$ cat config.mk
export PLATFORM = sky130hd
export DESIGN_NAME = voxel_write_arbiter
export DESIGN_NICKNAME = d
export VERILOG_FILES = /design/src/rtl/voxel_mem_pkg.sv /design/src/rtl/voxel_rr_pick.sv /design/src/rtl/voxel_write_arbiter.sv
export SDC_FILE = /design/constraint.sdc
export NUM_CORES = 1
export LEC_CHECK = 0
export ABC_AREA = 1
export BUFFER_PORTS_ARGS = -buffer_cell sky130_fd_sc_hd__buf_4
export CAP_MARGIN = 20
export CORE_ASPECT_RATIO = 0.5
export CORE_MARGIN = 10
export CORE_UTILIZATION = 41
export CTS_BUF_LIST = sky130_fd_sc_hd__clkbuf_8 sky130_fd_sc_hd__clkbuf_16
export DETAILED_ROUTE_END_ITERATION = 8
export PLACE_DENSITY_LB_ADDON = 0.25
export SLEW_MARGIN = 5
export SYNTH_ARGS = -nofsm -noshare
export SYNTH_HDL_FRONTEND = slang
export SYNTH_SLANG_ARGS = --single-unit
$ cat constraint.sdc
create_clock -name clk -period 4.7 [get_ports clk]
set_clock_uncertainty 0.2 [all_clocks]
set_input_delay 1.175 -clock clk [delete_from_list [all_inputs] [get_ports clk]]
set_output_delay 1.175 -clock clk [all_outputs]
set_load 0.01 [all_outputs]
$ cat src/rtl/voxel_mem_pkg.sv
// Shared definitions for the voxel_memory_64 write path.
//   VOX_ADDR_W / VOX_DATA_W : default voxel address ({x,y,z}, 6b each) and word widths
//   OWN_*                   : mem_owner encodings (0 = generator, 1+i = host port i)
//   S_*                     : write arbiter state encodings
package voxel_mem_pkg;

    localparam int unsigned VOX_ADDR_W = 18;
    localparam int unsigned VOX_DATA_W = 64;
    localparam int unsigned OWNER_W    = 3;
    localparam int unsigned STATE_W    = 2;

    localparam logic [OWNER_W-1:0] OWN_GEN   = 3'd0;
    localparam logic [OWNER_W-1:0] OWN_HOST0 = 3'd1;

    localparam logic [STATE_W-1:0] S_HOST = 2'd0;
    localparam logic [STATE_W-1:0] S_GEN  = 2'd1;
    localparam logic [STATE_W-1:0] S_HOLD = 2'd2;

    // Owner code for host port idx.
    function automatic logic [OWNER_W-1:0] host_owner(input logic [1:0] idx);
        return OWN_HOST0 + OWNER_W'(idx);
    endfunction

endpackage

$ cat src/rtl/voxel_rr_pick.sv
// Rotating-priority picker: grants the first set valid bit searching upward
// from ptr_i, wrapping modulo N.
//   valid_i : request vector
//   ptr_i   : highest-priority index
//   grant_o : one-hot grant (all zero when nothing is valid)
//   idx_o   : binary index of the grant
//   any_o   : a grant was issued
module voxel_rr_pick #(
    parameter int unsigned N     = 2,
    parameter int unsigned IDX_W = 1
) (
    input  logic [N-1:0]     valid_i,
    input  logic [IDX_W-1:0] ptr_i,
    output logic [N-1:0]     grant_o,
    output logic [IDX_W-1:0] idx_o,
    output logic             any_o
);

    // Offset k walks the priority order; i finds the port sitting at that offset.
    always_comb begin
        grant_o = '0;
        idx_o   = '0;
        any_o   = 1'b0;
        for (int unsigned k = 0; k < N; k++) begin
            for (int unsigned i = 0; i < N; i++) begin
                if (!any_o && (i == ((32'(ptr_i) + k) % N)) && valid_i[i]) begin
                    grant_o[i] = 1'b1;
                    idx_o      = IDX_W'(i);
                    any_o      = 1'b1;
                end
            end
        end
    end

endmodule

$ cat src/rtl/voxel_write_arbiter.sv
// Owns the voxel_memory_64 write port. The generator gets exclusive,
// unstallable access while busy; otherwise host ports are served round-robin.
//   clk, rst                     : clock, async active-high reset
//   gen_busy / gen_write_*       : generator level and fire-and-forget writes
//   req_valid/ready/addr/data    : host valid/ready ports, packed per port
//   mem_write_en/addr/data       : registered memory write, 1 cycle after acceptance
//   mem_owner                    : source of the current write
//   gen_active                   : generator phase (S_GEN or S_HOLD)
//   write_count                  : committed writes, wrapping
//   proto_err                    : sticky, gen_write_en seen with gen_busy low
module voxel_write_arbiter
    import voxel_mem_pkg::*;
#(
    parameter int unsigned NUM_PORTS   = 2,
    parameter int unsigned ADDR_W      = VOX_ADDR_W,
    parameter int unsigned DATA_W      = VOX_DATA_W,
    parameter int unsigned HOLD_CYCLES = 2
) (
    input  logic                        clk,
    input  logic                        rst,
    input  logic                        gen_busy,
    input  logic                        gen_write_en,
    input  logic [ADDR_W-1:0]           gen_write_addr,
    input  logic [DATA_W-1:0]           gen_write_data,
    input  logic [NUM_PORTS-1:0]        req_valid,
    output logic [NUM_PORTS-1:0]        req_ready,
    input  logic [NUM_PORTS*ADDR_W-1:0] req_addr,
    input  logic [NUM_PORTS*DATA_W-1:0] req_data,
    output logic                        mem_write_en,
    output logic [ADDR_W-1:0]           mem_write_addr,
    output logic [DATA_W-1:0]           mem_write_data,
    output logic [OWNER_W-1:0]          mem_owner,
    output logic                        gen_active,
    output logic [31:0]                 write_count,
    output logic                        proto_err
);

    localparam int unsigned PTR_W  = (NUM_PORTS > 1) ? $clog2(NUM_PORTS) : 1;
    localparam int unsigned HOLD_W = 4;
    localparam logic [PTR_W-1:0] LAST_PORT = PTR_W'(NUM_PORTS - 1);

    logic [STATE_W-1:0] state_q, state_d;
    logic [HOLD_W-1:0]  hold_q, hold_d;
    logic [PTR_W-1:0]   rr_ptr_q, rr_ptr_d;
    logic               wr_en_q, wr_en_d;
    logic [ADDR_W-1:0]  wr_addr_q, wr_addr_d;
    logic [DATA_W-1:0]  wr_data_q, wr_data_d;
    logic [OWNER_W-1:0] owner_q, owner_d;
    logic [31:0]        count_q;
    logic               perr_q, perr_d;
    logic               gen_active_q;

    logic                 host_open;
    logic [NUM_PORTS-1:0] pick_valid;
    logic [NUM_PORTS-1:0] grant;
    logic [PTR_W-1:0]     grant_idx;
    logic                 grant_any;
    logic [ADDR_W-1:0]    host_addr;
    logic [DATA_W-1:0]    host_data;

    // Hosts compete only in S_HOST with the generator fully idle this cycle.
    assign host_open  = (state_q == S_HOST) && !gen_busy && !gen_write_en;
    assign pick_valid = host_open ? req_valid : '0;

    voxel_rr_pick #(
        .N     (NUM_PORTS),
        .IDX_W (PTR_W)
    ) u_pick (
        .valid_i (pick_valid),
        .ptr_i   (rr_ptr_q),
        .grant_o (grant),
        .idx_o   (grant_idx),
        .any_o   (grant_any)
    );

    assign req_ready = grant;

    // Payload of the granted host port.
    always_comb begin
        host_addr = '0;
        host_data = '0;
        for (int unsigned i = 0; i < NUM_PORTS; i++) begin
            if (grant[i]) begin
                host_addr = req_addr[i*ADDR_W +: ADDR_W];
                host_data = req_data[i*DATA_W +: DATA_W];
            end
        end
    end

    // Next-state: arbitration FSM, write capture, round-robin pointer.
    always_comb begin
        state_d   = state_q;
        hold_d    = hold_q;
        rr_ptr_d  = rr_ptr_q;
        wr_en_d   = 1'b0;
        wr_addr_d = wr_addr_q;
        wr_data_d = wr_data_q;
        owner_d   = owner_q;
        perr_d    = perr_q | (gen_write_en & ~gen_busy);

        case (state_q)
            S_HOST: begin
                if (gen_busy) begin
                    state_d = S_GEN;
                end
            end
            S_GEN: begin
                if (!gen_busy) begin
                    if (HOLD_CYCLES == 0) begin
                        state_d = S_HOST;
                    end else begin
                        state_d = S_HOLD;
                        hold_d  = HOLD_W'(HOLD_CYCLES);
                    end
                end
            end
            S_HOLD: begin
                if (gen_busy) begin
                    state_d = S_GEN;
                    hold_d  = '0;
                end else if (hold_q <= HOLD_W'(1)) begin
                    state_d = S_HOST;
                    hold_d  = '0;
                end else begin
                    hold_d = hold_q - HOLD_W'(1);
                end
            end
            default: begin
                state_d = S_HOST;
                hold_d  = '0;
            end
        endcase

        // Generator writes always win; a host write needs a handshake.
        if (gen_write_en) begin
            wr_en_d   = 1'b1;
            wr_addr_d = gen_write_addr;
            wr_data_d = gen_write_data;
            owner_d   = OWN_GEN;
        end else if (grant_any) begin
            wr_en_d   = 1'b1;
            wr_addr_d = host_addr;
            wr_data_d = host_data;
            owner_d   = host_owner(2'(grant_idx));
            rr_ptr_d  = (grant_idx == LAST_PORT) ? '0 : grant_idx + PTR_W'(1);
        end
    end

    // State and output registers.
    always_ff @(posedge clk or posedge rst) begin
        if (rst) begin
            state_q      <= S_HOST;
            hold_q       <= '0;
            rr_ptr_q     <= '0;
            wr_en_q      <= 1'b0;
            wr_addr_q    <= '0;
            wr_data_q    <= '0;
            owner_q      <= OWN_GEN;
            count_q      <= '0;
            perr_q       <= 1'b0;
            gen_active_q <= 1'b0;
        end else begin
            state_q      <= state_d;
            hold_q       <= hold_d;
            rr_ptr_q     <= rr_ptr_d;
            wr_en_q      <= wr_en_d;
            wr_addr_q    <= wr_addr_d;
            wr_data_q    <= wr_data_d;
            owner_q      <= owner_d;
            count_q      <= count_q + 32'(wr_en_q);
            perr_q       <= perr_d;
            gen_active_q <= (state_d != S_HOST);
        end
    end

    assign mem_write_en   = wr_en_q;
    assign mem_write_addr = wr_addr_q;
    assign mem_write_data = wr_data_q;
    assign mem_owner      = owner_q;
    assign gen_active     = gen_active_q;
    assign write_count    = count_q;
    assign proto_err      = perr_q;

endmodule

# Yosys cells after proc, flatten, opt, wreduce, memory -nomap -nowiden
# Index checks and enable logic that the tools add are counted.
# Widths: inputs -> output; s select.
dict set report totals {
  reg_bits 127
  in_bits 252
  out_inout_bits 122
  elab_cells 77
}
dict set report op_classes {
  n_addsub 5
  magnitude_cmp 1
  eq_ne 3
  mux 32
  n_bitwise 5
  reduce_logical 21
}
# op count
set op_table {}
lappend op_table {{$mux 64} 4}
lappend op_table {{$mux 18} 4}
lappend op_table {{$logic_not 32->1} 2}
lappend op_table {{$add 32x1->32} 1}
lappend op_table {{$mux 1} 12}
lappend op_table {{$mux 4} 3}
lappend op_table {{$pmux 4 s3} 1}
lappend op_table {{$mux 2} 5}
lappend op_table {{$logic_and 1x1->1} 9}
lappend op_table {{$mux 3} 2}
lappend op_table {{$pmux 2 s3} 1}
lappend op_table {{$logic_not 1->1} 5}
lappend op_table {{$le 4x1->1 const B} 1}
lappend op_table {{$reduce_and 2->1} 2}
lappend op_table {{$reduce_bool 2->1} 2}
lappend op_table {{$sub 4x1->4 const B} 1}
lappend op_table {{$not 1->1} 3}
lappend op_table {{$add 1x1->1 const B} 2}
lappend op_table {{$add 1x1->2 const A} 1}
lappend op_table {{$eq 2x1->1 const B} 1}
lappend op_table {{$eq 2x2->1 const B} 1}
lappend op_table {{$logic_not 2->1} 1}
lappend op_table {{$ne 2x2->1 const B} 1}
lappend op_table {{$and 1x1->1} 1}
lappend op_table {{$or 1x1->1} 1}

# Longest topological paths before layout
dict set report depth {
  ltp_word 21
  depth_mapped 9
  ltp_nobuf 9
}

# By module
# A second synthesis with hierarchy kept.
dict set report hier_totals {
  cells_unflattened 1015
  area_unflattened_um2 7058.0
}
# module n_inst cells_each area_each_um2 seq_area_each_um2
set by_module_without_submodules {}
lappend by_module_without_submodules {voxel_write_arbiter 1 1008 7028.0 3153.0}
lappend by_module_without_submodules {voxel_rr_pick 1 7 30.0 0.0}

# Least setup slack after synthesis
# OpenSTA, ideal clock, no wires.
dict set report synth_path {
  path_kind {input to output}
  startpoint {input req_valid[0]}
  endpoint {output req_ready[0]}
  arrival_time_ps 1876
  required_time_ps 3325
  path_slack_ps 1449
  path_stages 6
  n_path_buf 2
  cell_sequence {buf_2 -> inv_1 -> nor2_1 -> buf_2 -> nand2_1 -> inv_1}
}
dict set report synth_between {
  elab_chain_len 11
}
# item line
set synth_rtl {}
lappend synth_rtl {{start: declaration} voxel_write_arbiter.sv:25} ;# input logic [NUM_PORTS-1:0] req_valid,
lappend synth_rtl {{$mux 2 *} voxel_write_arbiter.sv:63} ;# assign pick_valid = host_open ? req_valid : '0;
lappend synth_rtl {{$logic_and 1x1->1} voxel_rr_pick.sv:26} ;# if (!any_o && (i == ((32'(ptr_i) + k) % N)) && valid_i[i]) begin
lappend synth_rtl {{$mux 1} voxel_rr_pick.sv:26}
lappend synth_rtl {{$logic_not 1->1} voxel_rr_pick.sv:26}
lappend synth_rtl {{$logic_and 1x1->1 (2 in series)} voxel_rr_pick.sv:26}
lappend synth_rtl {{$mux 1} voxel_rr_pick.sv:26}
lappend synth_rtl {{$logic_not 1->1} voxel_rr_pick.sv:26}
lappend synth_rtl {{$logic_and 1x1->1 (2 in series)} voxel_rr_pick.sv:26}
lappend synth_rtl {{$mux 1 *} voxel_rr_pick.sv:26}
lappend synth_rtl {{end: declaration} voxel_write_arbiter.sv:26} ;# output logic [NUM_PORTS-1:0] req_ready,
# Mark *: on every way between the ends. The rest lies on a longest branch, timed or not.

# Worst setup path in the final report
# Same ends and word-level chain as after synthesis.

==> impl_metrics.sql <==
INSERT INTO impl_metrics (metric_group, metric, value, unit) VALUES
('min_path', 'min_from', 'proto_err', ''),
('timing', 'fmax', '0.2716', 'GHz'),
('timing', 'setup_viol', '0', ''),
('worst_setup_path', 'rrSetupSlack', '2.39', 'ns'),
('cts', 'cts-htree-levels', '4', ''),
('pwr', 'p_leak', '4.982', 'nW'),
('worst_setup_path', 'crit_path_cell_trace', 'buf_4, inv_1, nor2_4, nand2_1, inv_1, buf_4', ''),
('grt', 'global_route.usage.total', '24.99', '%'),
('worst_setup_path', 'worst_endpoint_required_time', '3.32', 'ns'),
('timing', 'unrepaired_setup_endpoints_after_global_routing', 'no', ''),
('worst_setup_path', 'worstReg2RegStart', 'state_q[0]', ''),
('cts', 'clock_slew_at_the_register_clock_pins_of_the_worst_setup_and_hold_paths', '0.05', 'ns'),
('worst_setup_path', 'timing.critical_path.arrival', '2.31', 'ns'),
('worst_setup_path', 'cp.buffers_inverters', '4', ''),
('layout', 'stdcell_count', '1442', ''),
('placed_design', 'place.detailed.hpwl', '21620', 'um'),
('min_path', 'timing.hold.worst_endpoint', 'proto_err', ''),
('synthesis', 'yosysSeqAreaShare', '45.09', '%'),
('worst_setup_path', 'cp_max_fo', '47', ''),
('timing', 'final-hold-violation-count', '0', ''),
('floorplan', 'initial_utilization', '42.24', '%'),
('synthesis', 'syn_std_cell_area', '0.006993', 'sq mm'),
('floorplan', 'chipWidth', '204.7', 'um'),
('synthesis', 'synth.net_count', '1140', ''),
('floorplan', 'placeableCoreArea', '0.01656', 'sq mm'),
('cts', 'cts_made_buffers', '17', ''),
('timing', 'final_period_minus_worst_setup_slack', '3.682', 'ns'),
('layout', 'share_of_layout_cells_above_drive_strength_1', '34.65', '%'),
('timing', 'final_min_period_over_clock_period', '78.34', '%'),
('timing', 'worst_slew_pin_slew', '1.034', 'ns'),
('timing', 'setup_tns', '0', 'ns'),
('drt', 'post-route-drc-count', '0', ''),
('layout', 'final_net_count', '1464', ''),
('worst_setup_path', 'timing.critical_path.to_type', 'primary output', ''),
('cts', 'clock-root-buffer', 'clkbuf_16', ''),
('placed_design', 'placed_cells_incl_taps', '1412', ''),
('floorplan', 'dieHeight', '112.3', 'um'),
('pwr', 'peakVddDrop', '279.5', 'uV'),
('run', 'max-cap-violations', '0', ''),
('synthesis', 'ys_ff_latch', '126', ''),
('worst_setup_path', 'cp_slowest_cell', 'buf_4', ''),
('synthesis', 'yosysWarnings', '0', ''),
('drt', 'avg_wl_per_cell', '21.03', 'um'),
('grt', 'largest_net_degree_at_the_start_of_global_routing', '127', ''),
('drt', 'routed-via-count', '8235', ''),
('pwr', 'p_switching', '1.428', 'mW'),
('run_status', 'run_status', 'finished, final reports clean', ''),
('worst_setup_path', 'rr_endpoint', 'mem_write_data[13]', ''),
('placed_design', 'place.gp.congestion', '0.9100', ''),
('cts', 'cts.sink_count', '126', ''),
('cts', 'clkLatencyLatePin', '0.40', 'ns'),
('drt', 'postRouteWirelength', '30320', 'um'),
('drt', 'detailedRoute.firstIterationViolations', '722', ''),
('worst_setup_path', 'cpLargestDelayFamily', 'buffers and inverters', ''),
('drt', 'via_per_inst', '5.711', ''),
('min_path', 'number_of_cells_traversed_by_the_worst_hold_path', '1', ''),
('worst_setup_path', 'worstRegToRegCells', '8', ''),
('layout', 'antenna-diode-count', '0', ''),
('synthesis', 'post_synthesis_cell_type_count', '24', ''),
('timing', 'timing_max_transition_violations_final', '0', ''),
('floorplan', 'ioPinCount', '374', ''),
('worst_setup_path', 'critical-path-max-stage-delay', '0.49', 'ns'),
('drt', 'drt_pass1_iterations', '5', ''),
('floorplan', 'num_rows', '33', ''),
('cts', 'post_cts_resize_count', '0', ''),
('pwr', 'cellPowerDensity', '390.9', 'mW/mm^2'),
('worst_setup_path', 'crit_path_start_kind', 'input pin', ''),
('grt', 'global_route.overflow_total', '0', ''),
('grt', 'grt_antenna_before_repair', '0', ''),
('cts', 'cts_buffer_depth', '2', ''),
('layout', 'area_taken_by_multi_input_logic_gates', '0.003393', 'sq mm');
## logic make-up (layout without fill, tap and decap cells)
kind of cell | count (synthesis) | in the layout | share of synthesized area [%]
buf+inv | 105 | 440 | 6.692
fa+ha+maj | 8 | 8 | 1.431
flops | 126 | 126 | 45.09
other cells | 1 | 1 | 0.05363
simple gates | 612 | 612 | 43.67
compound gates | 11 | 11 | 0.9304
xor+xnor | 17 | 17 | 2.129
## flip-flops by register name, summed over array words and instances, names as in the netlist
name            count
gen_active          1
hold_q              4
mem_owner           2
mem_write_addr     18
mem_write_data     64
mem_write_en        1
proto_err           1
rr_ptr_q            1
state_q             2
write_count        32
## cell type report
type                    instances  share of cell area (%)
flip-flops and latches        126                   30.30
inverters                      28                   1.046
clock inverters                13                   1.227
repair buffers                382                   27.99
clock buffers                  17                   4.088
multi-input cells             649                   32.61
well taps                     227                   2.730
## through the flow
stage / util (%) / worst slack, ns / instance area, sq um / hold WS (ns) / power, mW
after CTS: 62.84 / 1.042 / 10410 / 0.2896 / 4.092
after detailed placement: 59.50 / 1.042 / 9852 / 0.2736 / 2.831
after global placement: 59.34 / 1.025 / 9824 / 0.2652 / 2.790
after floorplan: - / 1.449 / 6997 / 0.2807 / 2.153
after global routing: 62.84 / 0.9442 / 10410 / 0.2933 / 4.299
final: 62.84 / 1.018 / 10410 / 0.2938 / 4.067
## power by group through the flow
stage / logic (mW) / clock network (mW) / registers (mW)
after global placement: 1.35 / 0 / 1.44
after detailed placement: 1.39 / 0 / 1.44
after CTS: 1.39 / 1.27 / 1.43
final: 1.38 / 1.26 / 1.43
after global routing: 1.51 / 1.33 / 1.45
after floorplan: 0.646 / 0 / 1.51
## synth_stat cells
library cell    n  area share, %
nor2_1         56            3.0
buf_6           3           0.48
o21ai_0         5           0.36
o21bai_1        1           0.11
o211ai_2        1           0.18
xor2_1         12            1.5
inv_2           2           0.11
buf_2          29            2.1
a21oi_1         4           0.29
buf_4           4           0.43
nand4_1       209             19
nand3b_1       15            1.6
nand2_1       201             11
inv_1          26            1.4
conb_1          1          0.054
nand3_1       127            9.1
ha_1            8            1.4
buf_1          14           0.75
nor2_2          1          0.090
clkbuf_1       27            1.4
dfrtp_1       126             45
nor2_4          2           0.32
xnor2_1         5           0.63
nor3_1          1          0.072
## worst reg2reg max path, delay by kind of cell, from the launching register on
kind          cells  cell delay (ns)
fa+ha+maj         1             0.21
buf+inv           3             0.86
flops             1             0.40
simple gates      4             0.56
## per-layer routing
metal | track usage (%) | vias up | share of wire (%)
met5 | 0 | - | 0
met4 | 7.945 | 0 | 2.6
met3 | 6.774 | 50 | 8.5
met2 | 43.26 | 381 | 51
met1 | 29.59 | 4015 | 38
li1 | - | 3789 | -
## cell usage in the layout (no fill, tap or decap), types with 3 or more instances in the layout
| cell type | instances |
|---|---|
| nand3_1 | 127 |
| buf_4 | 379 |
| clkinvlp_4 | 5 |
| o21ai_0 | 5 |
| a21oi_1 | 4 |
| nor2_4 | 3 |
| nand3b_1 | 15 |
| ha_1 | 8 |
| xor2_1 | 12 |
| inv_1 | 26 |
| dfrtp_1 | 126 |
| nor2_1 | 55 |
| clkbuf_16 | 17 |
| nand4_1 | 209 |
| clkinv_2 | 5 |
| xnor2_1 | 5 |
| nand2_1 | 199 |
## worst max-delay path by stage
stage / startpoint / to / slack, ns / cells past startpoint
2_1_floorplan: req_valid[0] / req_ready[0] / 1.45 / 6
3_3_place_gp: req_valid[0] / req_ready[0] / 1.03 / 6
3_5_place_dp: req_valid[0] / req_ready[0] / 1.04 / 6
4_1_cts: req_valid[0] / req_ready[0] / 1.04 / 6
5_1_grt: req_valid[0] / req_ready[0] / 0.94 / 6
6_report: req_valid[0] / req_ready[0] / 1.02 / 6
Note: power is estimated with default switching activity, not from simulation.
